**src/rtl/ahb_byte_sequencer_pkg.sv**
```systemverilog
// Shared types and decode helpers for the AHB-to-8-bit byte sequencer.
package ahb_byte_pkg;

    localparam logic [1:0] SIZE_BYTE = 2'b00;
    localparam logic [1:0] SIZE_HALF = 2'b01;
    localparam logic [1:0] SIZE_WORD = 2'b10;

    typedef enum logic [1:0] {
        IDLE = 2'b00,
        BEAT = 2'b01,
        RESP = 2'b10
    } state_e;

    // HSIZE 11 is deliberately folded onto a single byte
    function automatic logic [2:0] size_to_len(input logic [1:0] size);
        logic [2:0] len;
        case (size)
            SIZE_BYTE: len = 3'd1;
            SIZE_HALF: len = 3'd2;
            SIZE_WORD: len = 3'd4;
            default:   len = 3'd1;
        endcase
        return len;
    endfunction

    function automatic logic is_misaligned(input logic [1:0] size, input logic [1:0] addr_lo);
        logic mis;
        case (size_to_len(size))
            3'd2:    mis = addr_lo[0];
            3'd4:    mis = |addr_lo;
            default: mis = 1'b0;
        endcase
        return mis;
    endfunction

endpackage

```
**src/rtl/ahb_byte_sequencer_if.sv**
```systemverilog
// Request/response channel from the AHB front-end and the 8-bit peripheral beat bus.
interface ahb_byte_req_if #(parameter int ADDR_W = 32) ();
    logic              req_valid;
    logic              req_ready;
    logic              req_write;
    logic [1:0]        req_size;
    logic [ADDR_W-1:0] req_addr;
    logic [31:0]       req_wdata;
    logic              resp_valid;
    logic [31:0]       resp_rdata;
    logic              resp_err;

    modport master (
        output req_valid, req_write, req_size, req_addr, req_wdata,
        input  req_ready, resp_valid, resp_rdata, resp_err
    );

    modport slave (
        input  req_valid, req_write, req_size, req_addr, req_wdata,
        output req_ready, resp_valid, resp_rdata, resp_err
    );
endinterface

interface ahb_byte_bus_if #(parameter int ADDR_W = 32) ();
    logic              byte_valid;
    logic              byte_ready;
    logic              byte_write;
    logic [ADDR_W-1:0] byte_addr;
    logic [7:0]        byte_wdata;
    logic [7:0]        byte_rdata;
    logic              byte_err;

    modport master (
        output byte_valid, byte_write, byte_addr, byte_wdata,
        input  byte_ready, byte_rdata, byte_err
    );

    modport slave (
        input  byte_valid, byte_write, byte_addr, byte_wdata,
        output byte_ready, byte_rdata, byte_err
    );
endinterface

```
**src/rtl/ahb_byte_sequencer_lane_dp.sv**
```systemverilog
// Byte-lane datapath: holds the captured write word and assembles read bytes into a word.
module ahb_byte_lane_dp (
    input  logic        clk,
    input  logic        rst_n,
    input  logic        capture,
    input  logic        clear,
    input  logic [31:0] wdata_in,
    input  logic [1:0]  wr_lane,
    output logic [7:0]  wr_byte,
    input  logic        rd_we,
    input  logic [1:0]  rd_lane,
    input  logic [7:0]  rd_byte,
    output logic [31:0] rd_word_next
);

    logic [31:0] wdata_r;
    logic [31:0] rdata_r;

    // Write word is loaded once per accepted transfer
    always_ff @(posedge clk or negedge rst_n) begin
        if (!rst_n) begin
            wdata_r <= 32'h0000_0000;
        end else if (capture) begin
            wdata_r <= wdata_in;
        end
    end

    // Read buffer starts empty each transfer so unused upper lanes read as zero
    always_ff @(posedge clk or negedge rst_n) begin
        if (!rst_n) begin
            rdata_r <= 32'h0000_0000;
        end else if (capture || clear) begin
            rdata_r <= 32'h0000_0000;
        end else if (rd_we) begin
            rdata_r <= rd_word_next;
        end
    end

    // Lane select for the next write beat
    always_comb begin
        wr_byte = wdata_r[{wr_lane, 3'b000} +: 8];
    end

    // Merged view includes the byte arriving this cycle, so the last beat can be returned directly
    always_comb begin
        rd_word_next = rdata_r;
        if (rd_we) begin
            rd_word_next[{rd_lane, 3'b000} +: 8] = rd_byte;
        end else begin
            rd_word_next = rdata_r;
        end
    end

endmodule

```
**src/rtl/ahb_byte_sequencer.sv**
```systemverilog
// Sequences one AHB transfer as 1/2/4 byte beats on an 8-bit bus and returns a single response.
module ahb_byte_sequencer
    import ahb_byte_pkg::*;
#(
    parameter int ADDR_W  = 32,
    parameter int TIMEOUT = 16,
    parameter int TO_W    = 5
) (
    input logic            HCLK,
    input logic            HRESETn,
    ahb_byte_req_if.slave  req,
    ahb_byte_bus_if.master bus
);

    localparam logic [TO_W-1:0] TO_LIM = TO_W'(TIMEOUT);

    state_e            state_r;
    logic [1:0]        cnt_r;
    logic [2:0]        len_r;
    logic [TO_W-1:0]   to_cnt_r;
    logic              write_r;
    logic              req_ready_r;
    logic              resp_valid_r;
    logic              resp_err_r;
    logic [31:0]       resp_rdata_r;
    logic              byte_valid_r;
    logic              byte_write_r;
    logic [ADDR_W-1:0] byte_addr_r;
    logic [7:0]        byte_wdata_r;

    logic              accept_s;
    logic              hs_s;
    logic              last_s;
    logic              to_hit_s;
    logic              rd_we_s;
    logic              clear_s;
    logic [1:0]        next_lane_s;
    logic [7:0]        wr_byte_s;
    logic [31:0]       rd_word_s;

    // Handshake qualifiers; byte_ready/byte_err only matter while a beat is offered
    always_comb begin
        accept_s    = (state_r == IDLE) && req.req_valid;
        hs_s        = (state_r == BEAT) && bus.byte_ready;
        last_s      = ({1'b0, cnt_r} == (len_r - 3'd1));
        to_hit_s    = (TIMEOUT != 0) && ((to_cnt_r + TO_W'(1)) == TO_LIM);
        rd_we_s     = hs_s && !write_r;
        clear_s     = (state_r == RESP);
        next_lane_s = cnt_r + 2'd1;
    end

    ahb_byte_lane_dp u_lane_dp (
        .clk          (HCLK),
        .rst_n        (HRESETn),
        .capture      (accept_s),
        .clear        (clear_s),
        .wdata_in     (req.req_wdata),
        .wr_lane      (next_lane_s),
        .wr_byte      (wr_byte_s),
        .rd_we        (rd_we_s),
        .rd_lane      (cnt_r),
        .rd_byte      (bus.byte_rdata),
        .rd_word_next (rd_word_s)
    );

    // Transfer FSM with all bus-facing outputs registered
    always_ff @(posedge HCLK or negedge HRESETn) begin
        if (!HRESETn) begin
            state_r      <= IDLE;
            cnt_r        <= 2'd0;
            len_r        <= 3'd0;
            to_cnt_r     <= '0;
            write_r      <= 1'b0;
            req_ready_r  <= 1'b1;
            resp_valid_r <= 1'b0;
            resp_err_r   <= 1'b0;
            resp_rdata_r <= 32'h0000_0000;
            byte_valid_r <= 1'b0;
            byte_write_r <= 1'b0;
            byte_addr_r  <= '0;
            byte_wdata_r <= 8'h00;
        end else begin
            case (state_r)
                IDLE: begin
                    if (req.req_valid) begin
                        write_r     <= req.req_write;
                        len_r       <= size_to_len(req.req_size);
                        cnt_r       <= 2'd0;
                        to_cnt_r    <= '0;
                        req_ready_r <= 1'b0;
                        if (is_misaligned(req.req_size, req.req_addr[1:0])) begin
                            state_r      <= RESP;
                            resp_valid_r <= 1'b1;
                            resp_err_r   <= 1'b1;
                            resp_rdata_r <= 32'h0000_0000;
                        end else begin
                            state_r      <= BEAT;
                            byte_valid_r <= 1'b1;
                            byte_write_r <= req.req_write;
                            byte_addr_r  <= req.req_addr;
                            byte_wdata_r <= req.req_wdata[7:0];
                        end
                    end
                end
                BEAT: begin
                    if (hs_s) begin
                        to_cnt_r <= '0;
                        if (bus.byte_err) begin
                            state_r      <= RESP;
                            byte_valid_r <= 1'b0;
                            resp_valid_r <= 1'b1;
                            resp_err_r   <= 1'b1;
                            resp_rdata_r <= 32'h0000_0000;
                        end else if (last_s) begin
                            state_r      <= RESP;
                            byte_valid_r <= 1'b0;
                            resp_valid_r <= 1'b1;
                            resp_err_r   <= 1'b0;
                            resp_rdata_r <= write_r ? 32'h0000_0000 : rd_word_s;
                        end else begin
                            cnt_r        <= next_lane_s;
                            byte_addr_r  <= byte_addr_r + ADDR_W'(1);
                            byte_wdata_r <= wr_byte_s;
                        end
                    end else if (to_hit_s) begin
                        state_r      <= RESP;
                        byte_valid_r <= 1'b0;
                        resp_valid_r <= 1'b1;
                        resp_err_r   <= 1'b1;
                        resp_rdata_r <= 32'h0000_0000;
                    end else begin
                        to_cnt_r <= to_cnt_r + TO_W'(1);
                    end
                end
                RESP: begin
                    state_r      <= IDLE;
                    req_ready_r  <= 1'b1;
                    resp_valid_r <= 1'b0;
                    resp_err_r   <= 1'b0;
                    resp_rdata_r <= 32'h0000_0000;
                end
                default: begin
                    state_r      <= IDLE;
                    req_ready_r  <= 1'b1;
                    resp_valid_r <= 1'b0;
                    resp_err_r   <= 1'b0;
                    resp_rdata_r <= 32'h0000_0000;
                    byte_valid_r <= 1'b0;
                end
            endcase
        end
    end

    assign req.req_ready  = req_ready_r;
    assign req.resp_valid = resp_valid_r;
    assign req.resp_err   = resp_err_r;
    assign req.resp_rdata = resp_rdata_r;
    assign bus.byte_valid = byte_valid_r;
    assign bus.byte_write = byte_write_r;
    assign bus.byte_addr  = byte_addr_r;
    assign bus.byte_wdata = byte_wdata_r;

endmodule

```
**src/flat_wrapper.sv**
```systemverilog
// flat-port wrapper written by rule: the top's interface ports become plain ports
module ahb_byte_sequencer_flat import ahb_byte_pkg::*;
#(
    parameter int ADDR_W  = 32,
    parameter int TIMEOUT = 16,
    parameter int TO_W    = 5
)
  (HCLK, HRESETn, req_req_valid, req_req_write, req_req_size, req_req_addr, req_req_wdata, req_req_ready, req_resp_valid, req_resp_rdata, req_resp_err, bus_byte_valid, bus_byte_write, bus_byte_addr, bus_byte_wdata, bus_byte_ready, bus_byte_rdata, bus_byte_err);
  ahb_byte_req_if #(.ADDR_W(ADDR_W)) req_i ();
  ahb_byte_bus_if #(.ADDR_W(ADDR_W)) bus_i ();
  input logic HCLK;
  input logic HRESETn;
  input wire logic [$bits(req_i.req_valid)-1:0] req_req_valid;
  input wire logic [$bits(req_i.req_write)-1:0] req_req_write;
  input wire logic [$bits(req_i.req_size)-1:0] req_req_size;
  input wire logic [$bits(req_i.req_addr)-1:0] req_req_addr;
  input wire logic [$bits(req_i.req_wdata)-1:0] req_req_wdata;
  output wire logic [$bits(req_i.req_ready)-1:0] req_req_ready;
  output wire logic [$bits(req_i.resp_valid)-1:0] req_resp_valid;
  output wire logic [$bits(req_i.resp_rdata)-1:0] req_resp_rdata;
  output wire logic [$bits(req_i.resp_err)-1:0] req_resp_err;
  output wire logic [$bits(bus_i.byte_valid)-1:0] bus_byte_valid;
  output wire logic [$bits(bus_i.byte_write)-1:0] bus_byte_write;
  output wire logic [$bits(bus_i.byte_addr)-1:0] bus_byte_addr;
  output wire logic [$bits(bus_i.byte_wdata)-1:0] bus_byte_wdata;
  input wire logic [$bits(bus_i.byte_ready)-1:0] bus_byte_ready;
  input wire logic [$bits(bus_i.byte_rdata)-1:0] bus_byte_rdata;
  input wire logic [$bits(bus_i.byte_err)-1:0] bus_byte_err;
  assign req_i.req_valid = req_req_valid;
  assign req_i.req_write = req_req_write;
  assign req_i.req_size = req_req_size;
  assign req_i.req_addr = req_req_addr;
  assign req_i.req_wdata = req_req_wdata;
  assign req_req_ready = req_i.req_ready;
  assign req_resp_valid = req_i.resp_valid;
  assign req_resp_rdata = req_i.resp_rdata;
  assign req_resp_err = req_i.resp_err;
  assign bus_byte_valid = bus_i.byte_valid;
  assign bus_byte_write = bus_i.byte_write;
  assign bus_byte_addr = bus_i.byte_addr;
  assign bus_byte_wdata = bus_i.byte_wdata;
  assign bus_i.byte_ready = bus_byte_ready;
  assign bus_i.byte_rdata = bus_byte_rdata;
  assign bus_i.byte_err = bus_byte_err;
  ahb_byte_sequencer #(.ADDR_W(ADDR_W), .TIMEOUT(TIMEOUT), .TO_W(TO_W)) u_core (.HCLK(HCLK), .HRESETn(HRESETn), .req(req_i), .bus(bus_i));
endmodule
```
**config.mk**
```make
export PLATFORM = sky130hd
export DESIGN_NAME = ahb_byte_sequencer_flat
export DESIGN_NICKNAME = d
export VERILOG_FILES = /design/src/rtl/ahb_byte_sequencer_pkg.sv /design/src/rtl/ahb_byte_sequencer_if.sv /design/src/rtl/ahb_byte_sequencer_lane_dp.sv /design/src/rtl/ahb_byte_sequencer.sv /design/src/flat_wrapper.sv
export SDC_FILE = /design/constraint.sdc
export NUM_CORES = 1
export LEC_CHECK = 0
export ABC_AREA = 1
export CORE_UTILIZATION = 53
export DETAILED_ROUTE_END_ITERATION = 12
export PLACE_DENSITY = 0.8
export SLEW_MARGIN = 15
export SYNTH_ARGS = -nofsm -noshare
export SYNTH_HDL_FRONTEND = slang
export SYNTH_HIERARCHICAL = 1
export SYNTH_SLANG_ARGS = --single-unit
```
**constraint.sdc**
```tcl
create_clock -name HCLK -period 2.35 [get_ports HCLK]
set_input_delay 0.5875 -clock HCLK [delete_from_list [all_inputs] [get_ports HCLK]]
set_output_delay 0.5875 -clock HCLK [all_outputs]
set_load 0.02 [all_outputs]
```
Yosys cells after proc, flatten, opt, wreduce, memory -nomap -nowiden --
Index checks and enable logic that the tools add are counted.
Cells by class: add/subtract/negate cells 5, eq/ne operators 17, shifts and indexed selects 3, multiplexer cells 65, bitwise gates (word level) 3, reduce and logical (&&, ||, !) cells 18
Operator list (number):
- 32-bit 2-to-1 mux | 15
- 32-bit one-hot mux with 2 select lines | 2
- 8-bit 2-to-1 mux | 5
- 32-bit by 1-bit adder with 32-bit output, second input constant | 1
- 32-bit bitwise mux | 1
- 8-bit by 7-bit variable shift with 32-bit output, first input constant | 1
- 32-bit by 6-bit variable part select with 8-bit output | 1
- 8-bit by 7-bit variable part select with 32-bit output | 1
- 2-bit 2-to-1 mux | 10
- 1-bit 2-to-1 mux | 17
- 8-bit one-hot mux with 2 select lines | 1
- 5-bit 2-to-1 mux | 3
- 2-bit != test, second input constant | 5
- 5-bit one-hot mux with 2 select lines | 1
- 5-bit AND reduction | 2
- 3-bit AND reduction | 3
- 1-bit one-hot mux with 2 select lines | 4
- 2-bit one-hot mux with 2 select lines | 2
- 5-bit negator with 7-bit output | 1
- 3-bit 2-to-1 mux | 2
- 3-bit one-hot mux with 2 select lines | 1
- 6-bit AND reduction | 1
- 5-bit by 1-bit adder with 5-bit output, second input constant | 1
- 5-bit == test, second input constant | 1
- 21 further kinds | 29
Storage, ports and cells: flip-flop bits (word level) 154, input port bits 80, output and inout port bits 77, logic and storage cells 126

Longest topological paths before layout --
depth in word-level cells 11, depth in mapped cells 14, mapped depth without buffers 14

Modules after synthesis --
Netlist, hierarchy kept.
Modules (own cells, without submodules):
- ahb_byte_sequencer | times used 1, cells each 849, area each 5490.3 um2, sequential area each 2253.4 um2
- ahb_byte_lane_dp | times used 1, cells each 416, area each 3119.2 um2, sequential area each 1601.5 um2

Worst setup path after synthesis --
No wires, ideal clock.
path type register to register, from register u_core.state_r[1], to register u_core.resp_rdata_r[22] (netlist: u_core/req.resp_rdata[22]), library setup time 66 ps, arrival 1847 ps, data required time 2284 ps, slack 437 ps, cell stages (with the launch flop) 15, buffers on the path 1, period minus slack after synthesis 1913 ps, cells stage by stage dfrtp_1 -> inv_2 -> nand2_4 -> inv_2 -> nand2_1 -> nor2_1 -> nand2_2 -> buf_6 -> nor2_1 -> nand2_1 -> nand2_1 -> inv_1 -> nor2_1 -> nand4_1 -> nand2_1
Between the ends: longest elaborated chain between the ends 9, elaborated cells on any way between the ends 15, those cells by class eq/ne (5); mux (6); reduce/logical (4)
Ends and longest elaborated chain:
- start, declared | line ahb_byte_sequencer.sv:17 | state_e state_r;
- start signal, assigned | line ahb_byte_sequencer.sv:69 | state_r <= IDLE;
- start signal, assigned | line ahb_byte_sequencer.sv:92 | state_r <= RESP;
- start signal, assigned | line ahb_byte_sequencer.sv:97 | state_r <= BEAT;
- 2-bit by 1-bit == test with 1-bit output | line ahb_byte_sequencer.sv:44 | hs_s = (state_r == BEAT) && bus.byte_ready;
- 1-bit logical AND | line ahb_byte_sequencer.sv:44
- 1-bit logical AND | line ahb_byte_sequencer.sv:47 | rd_we_s = hs_s && !write_r;
- net u_core.rd_we_s | line ahb_byte_sequencer.sv:35 | logic rd_we_s;
- 32-bit 2-to-1 mux | line ahb_byte_sequencer_lane_dp.sv:47 | if (rd_we) begin
- net u_core.rd_word_s[22] | line ahb_byte_sequencer.sv:39 | logic [31:0] rd_word_s;
- 32-bit 2-to-1 mux | line ahb_byte_sequencer.sv:119 | resp_rdata_r <= write_r ? 32'h0000_0000 : rd_word_s;
- 32-bit 2-to-1 mux | line ahb_byte_sequencer.sv:114 | end else if (last_s) begin
- 32-bit 2-to-1 mux | line ahb_byte_sequencer.sv:108 | if (bus.byte_err) begin
- 32-bit 2-to-1 mux | line ahb_byte_sequencer.sv:106 | if (hs_s) begin
- 32-bit one-hot mux with 2 select lines | line ahb_byte_sequencer.sv:83 | case (state_r)
- end signal, assigned | line ahb_byte_sequencer.sv:119
- end, declared | line ahb_byte_sequencer.sv:25 | logic [31:0] resp_rdata_r;
The timed path passes the listed nets, and every way through them passes these cells. The select of a mux whose other input is x is not followed. A chain may end at the register's enable or synchronous reset.

Worst setup path in the final report --
from register u_core.req_ready_r (netlist: u_core/req.req_ready), to output req_req_ready
RTL lines:
- start, declared | line ahb_byte_sequencer.sv:22 | logic req_ready_r;
- start signal, assigned | line ahb_byte_sequencer.sv:74 | req_ready_r <= 1'b1;
- start signal, assigned | line ahb_byte_sequencer.sv:90 | req_ready_r <= 1'b0;
- start signal, assigned | line ahb_byte_sequencer.sv:137 | req_ready_r <= 1'b1;
- end, declared | line flat_wrapper.sv:18 | output wire logic [$bits(req_i.req_ready)-1:0] req_req_ready;
No word-level cell between the ends.

==> flow_summary.ini <==
[run_status]
outcome = finished clean

[yosys]
post-synth-top-area-cell = sky130_fd_sc_hd__dfrtp_1
synthTopCellsByArea = sky130_fd_sc_hd__dfrtp_1, sky130_fd_sc_hd__nand2_1, sky130_fd_sc_hd__nor2_1
asyncSetResetFlopFracSynth_pct = 100
synth.ff_latch_count = 154
post_synth_instance_area_um2 = 8610
yosysTopAreaCellShare_pct = 44.5
post-synth-top-count-cell = sky130_fd_sc_hd__nand2_1
synth_commonest_cells = sky130_fd_sc_hd__nand2_1, sky130_fd_sc_hd__nor2_1, sky130_fd_sc_hd__dfrtp_1
top_reg_cell_synth = sky130_fd_sc_hd__dfrtp_1
synth_seq_area_share_pct = 44.8
yosys.cell_types.count = 32
yosys_warnings = 6
netlist_instances = 1265
synth_enable_flop_cells = 0
avgSynthCellArea_um2 = 6.81
synth_nets = 1357

[clocking]
clock_tree_from_tritoncts = yes
cts_max_path_buffers = 2
h_tree_level_count = 4
ctsHoldBuffers = 0
clock_latency_ns = 0.43
clock_tree.root_cell = sky130_fd_sc_hd__clkbuf_16
clk_transition_reported_paths_ns = 0.06
clock_sink_count = 154
cts_inserted_buffers = 17

[cells_and_area]
n_fill_cell = 1365
syn2layout_area_growth_pct = 30.4
antenna_cells_inserted = 0
drive_above_1_share_pct = 6.25
post-route-cell-area_um2 = 11200
finalNetCount = 1521

[timing]
timing.slew.headroom_pct = 56.1
setup_repair_after_global_routing_missed_its_margin = false
setup_viol_count_final = 0
timing.clock.skew_ns = 0.00644
maxSlewViolCount = 0
hold_slack_ns = 0.0935
final.min_clock_period_ns = 2.20
worst_slew_pin_slew_ns = 0.659
worst_slack_ns = 0.147
maxClockFrequency_mhz = 454
hold_viol = 0
period_share_pct = 93.8

[power]
irDropWorstVdd_v = 0.000608
powerDensity_nw_per_um2 = 1150
leakagePower_nw = 5.52

[setup_path]
critical-path-top-delay-family = buffers and inverters
required_time_worst_endpoint_ns = 1.76
critPathBufInv = 1
r2r_start = u_core/state_r[1]
crit_path_max_incr_delay_ns = 0.66
cp-startpoint = u_core/req.req_ready
critPathSlowestCell = sky130_fd_sc_hd__clkdlybuf4s50_1
timing.critical_path.arrival_ns = 1.62
critical_path.endpoint_type = output pin
cp-start-kind = flop
crit_path_cell_trace = clkdlybuf4s50_1
slack_of_the_worst_reg_to_reg_path_ns = 0.27
critical_path_class = reg -> out
worst-path-max-fanout = 2

[die]
die_h_um = 129
ioPinCount = 157
die-area_um2 = 16800
chipWidth_um = 129
core_area_um2 = 15900
initial_utilization_pct = 54.2
placement_rows = 46

[placed_design]
placement.cell_area_um2 = 10600
place.gp.congestion = 0.913
dp_hpwl_um = 16800
placement.io_buffers = 156
pre_cts_ws_ns = -0.110

[global_route]
initial_antenna_violation_count = 0
pin_count_of_the_biggest_net_entering_global_routing = 58
first_global_vias = 8091
grt_resource_usage_total_pct = 29.6
overflow = 0
global_route_wire_length_before_repair_um = 38600

[route]
detailroute.via_count = 8649
drc_errors = 0
detail_route.vias_per_cell = 5.22
detail-route-antenna-nets = 0
post_detailed_route_wirelength_per_cell_um = 14.2
first_iter_violations = 731
postRouteWirelength_um = 23500
dr.pass1.iters = 5

[job]
cap_viol_max_count = 0

[min_path]
min-delay-path-class = in -> async
==> state kept, by name (all words and copies together) (netlist names) <==
name	count
u_core/len_r	3
u_core/write_r	1
u_core/cnt_r	2
u_core/req.resp_valid	1
u_core/req.req_ready	1
u_core/bus.byte_valid	1
u_core/u_lane_dp/rdata_r	32
u_core/bus.byte_addr	32
u_core/to_cnt_r	5
u_core/bus.byte_wdata	8
u_core/u_lane_dp/wdata_r	32
u_core/req.resp_err	1
u_core/bus.byte_write	1
u_core/state_r	2
u_core/req.resp_rdata	32
==> layer usage <==
layer / vias up / track usage [%] / wire, um
li1: 4258 / - / -
met1: 4008 / 38.6 / 10100
met2: 335 / 48.8 / 11300
met3: 48 / 5.04 / 1460
met4: 0 / 12.4 / 643
met5: - / 0 / 0
==> metrics by stage <==
step	cells	power [W]	TNS [ns]	utilization [%]
3_5_place_dp	1626	0.00981	-5.08	66.5
5_1_grt	1657	0.0138	0	70.7
3_3_place_gp	1626	0.00963	-1.61	66.5
2_1_floorplan	1265	0.00765	0	-
6_report	1657	0.0129	0	70.7
4_1_cts	1657	0.0129	0	70.6
==> cells by family (layout without fill, tap and decap cells) <==
family | count (synthesis) | after routing | share of synthesized area (%)
AOI/OAI and AO/OA | 89 | 89 | 5.67
adders and majority gates | 12 | 12 | 1.74
and+or+nand+nor | 840 | 840 | 39.6
xor gates and xnor gates | 2 | 2 | 0.203
buffers and inverters | 167 | 343 | 7.85
muxes | 1 | 1 | 0.131
DFF | 154 | 154 | 44.8
==> worst paths after layout <==
check,to,depth (start not counted)
max,req_req_ready,1
min,u_core/bus.byte_addr[10],1
max reg2reg,u_core/req.resp_rdata[8],14
min reg2reg,u_core/u_lane_dp/wdata_r[19],2
max in group asynchronous,u_core/u_lane_dp/wdata_r[31],2
min in group HCLK,u_core/u_lane_dp/wdata_r[19],2
==> what timing repair did <==
item / CTS / global route
hold endpoints to repair: 0 / 0
setup endpoints to repair: 0 / 7
buffers inserted: 0 / 0
resized for setup: 0 / 2
==> placed cells by master (no fill, tap or decap), drive strengths merged <==
cell type and instances:
nand2 542, nor2 187, clkdlybuf4s50 155, dfrtp 153, inv 116, nand3 62, o21ai 43, buf 39
nand4 38, a21oi 35, clkbuf 20, ha 12, nand3b 9, o211ai 8, bufinv 5, clkinvlp 4
clkinv 4, o21bai 3, or2 2, xor2 1, xnor2 1, mux2 1, dfstp 1
==> area by class of cell <==
cell class,count,area [um^2],share of cell area [%]
Multi-Input combinational cell,944,4080,36.4
Sequential cell,154,3850,34.3
Timing Repair Buffer,194,1920,17.1
Clock buffer,20,457,4.07
Inverter,118,445,3.97
Tap cell,216,270,2.41
Clock inverter,11,194,1.73
==> where the power goes <==
| part | switching (W) | internal (W) | leakage, nW |
|---|---|---|---|
| clock network | 0.00110 | 0.00193 | 0.304 |
| registers | 0.000703 | 0.00342 | 2.02 |
| logic | 0.00362 | 0.00214 | 3.20 |
Note: power is estimated with default switching activity, not from simulation.
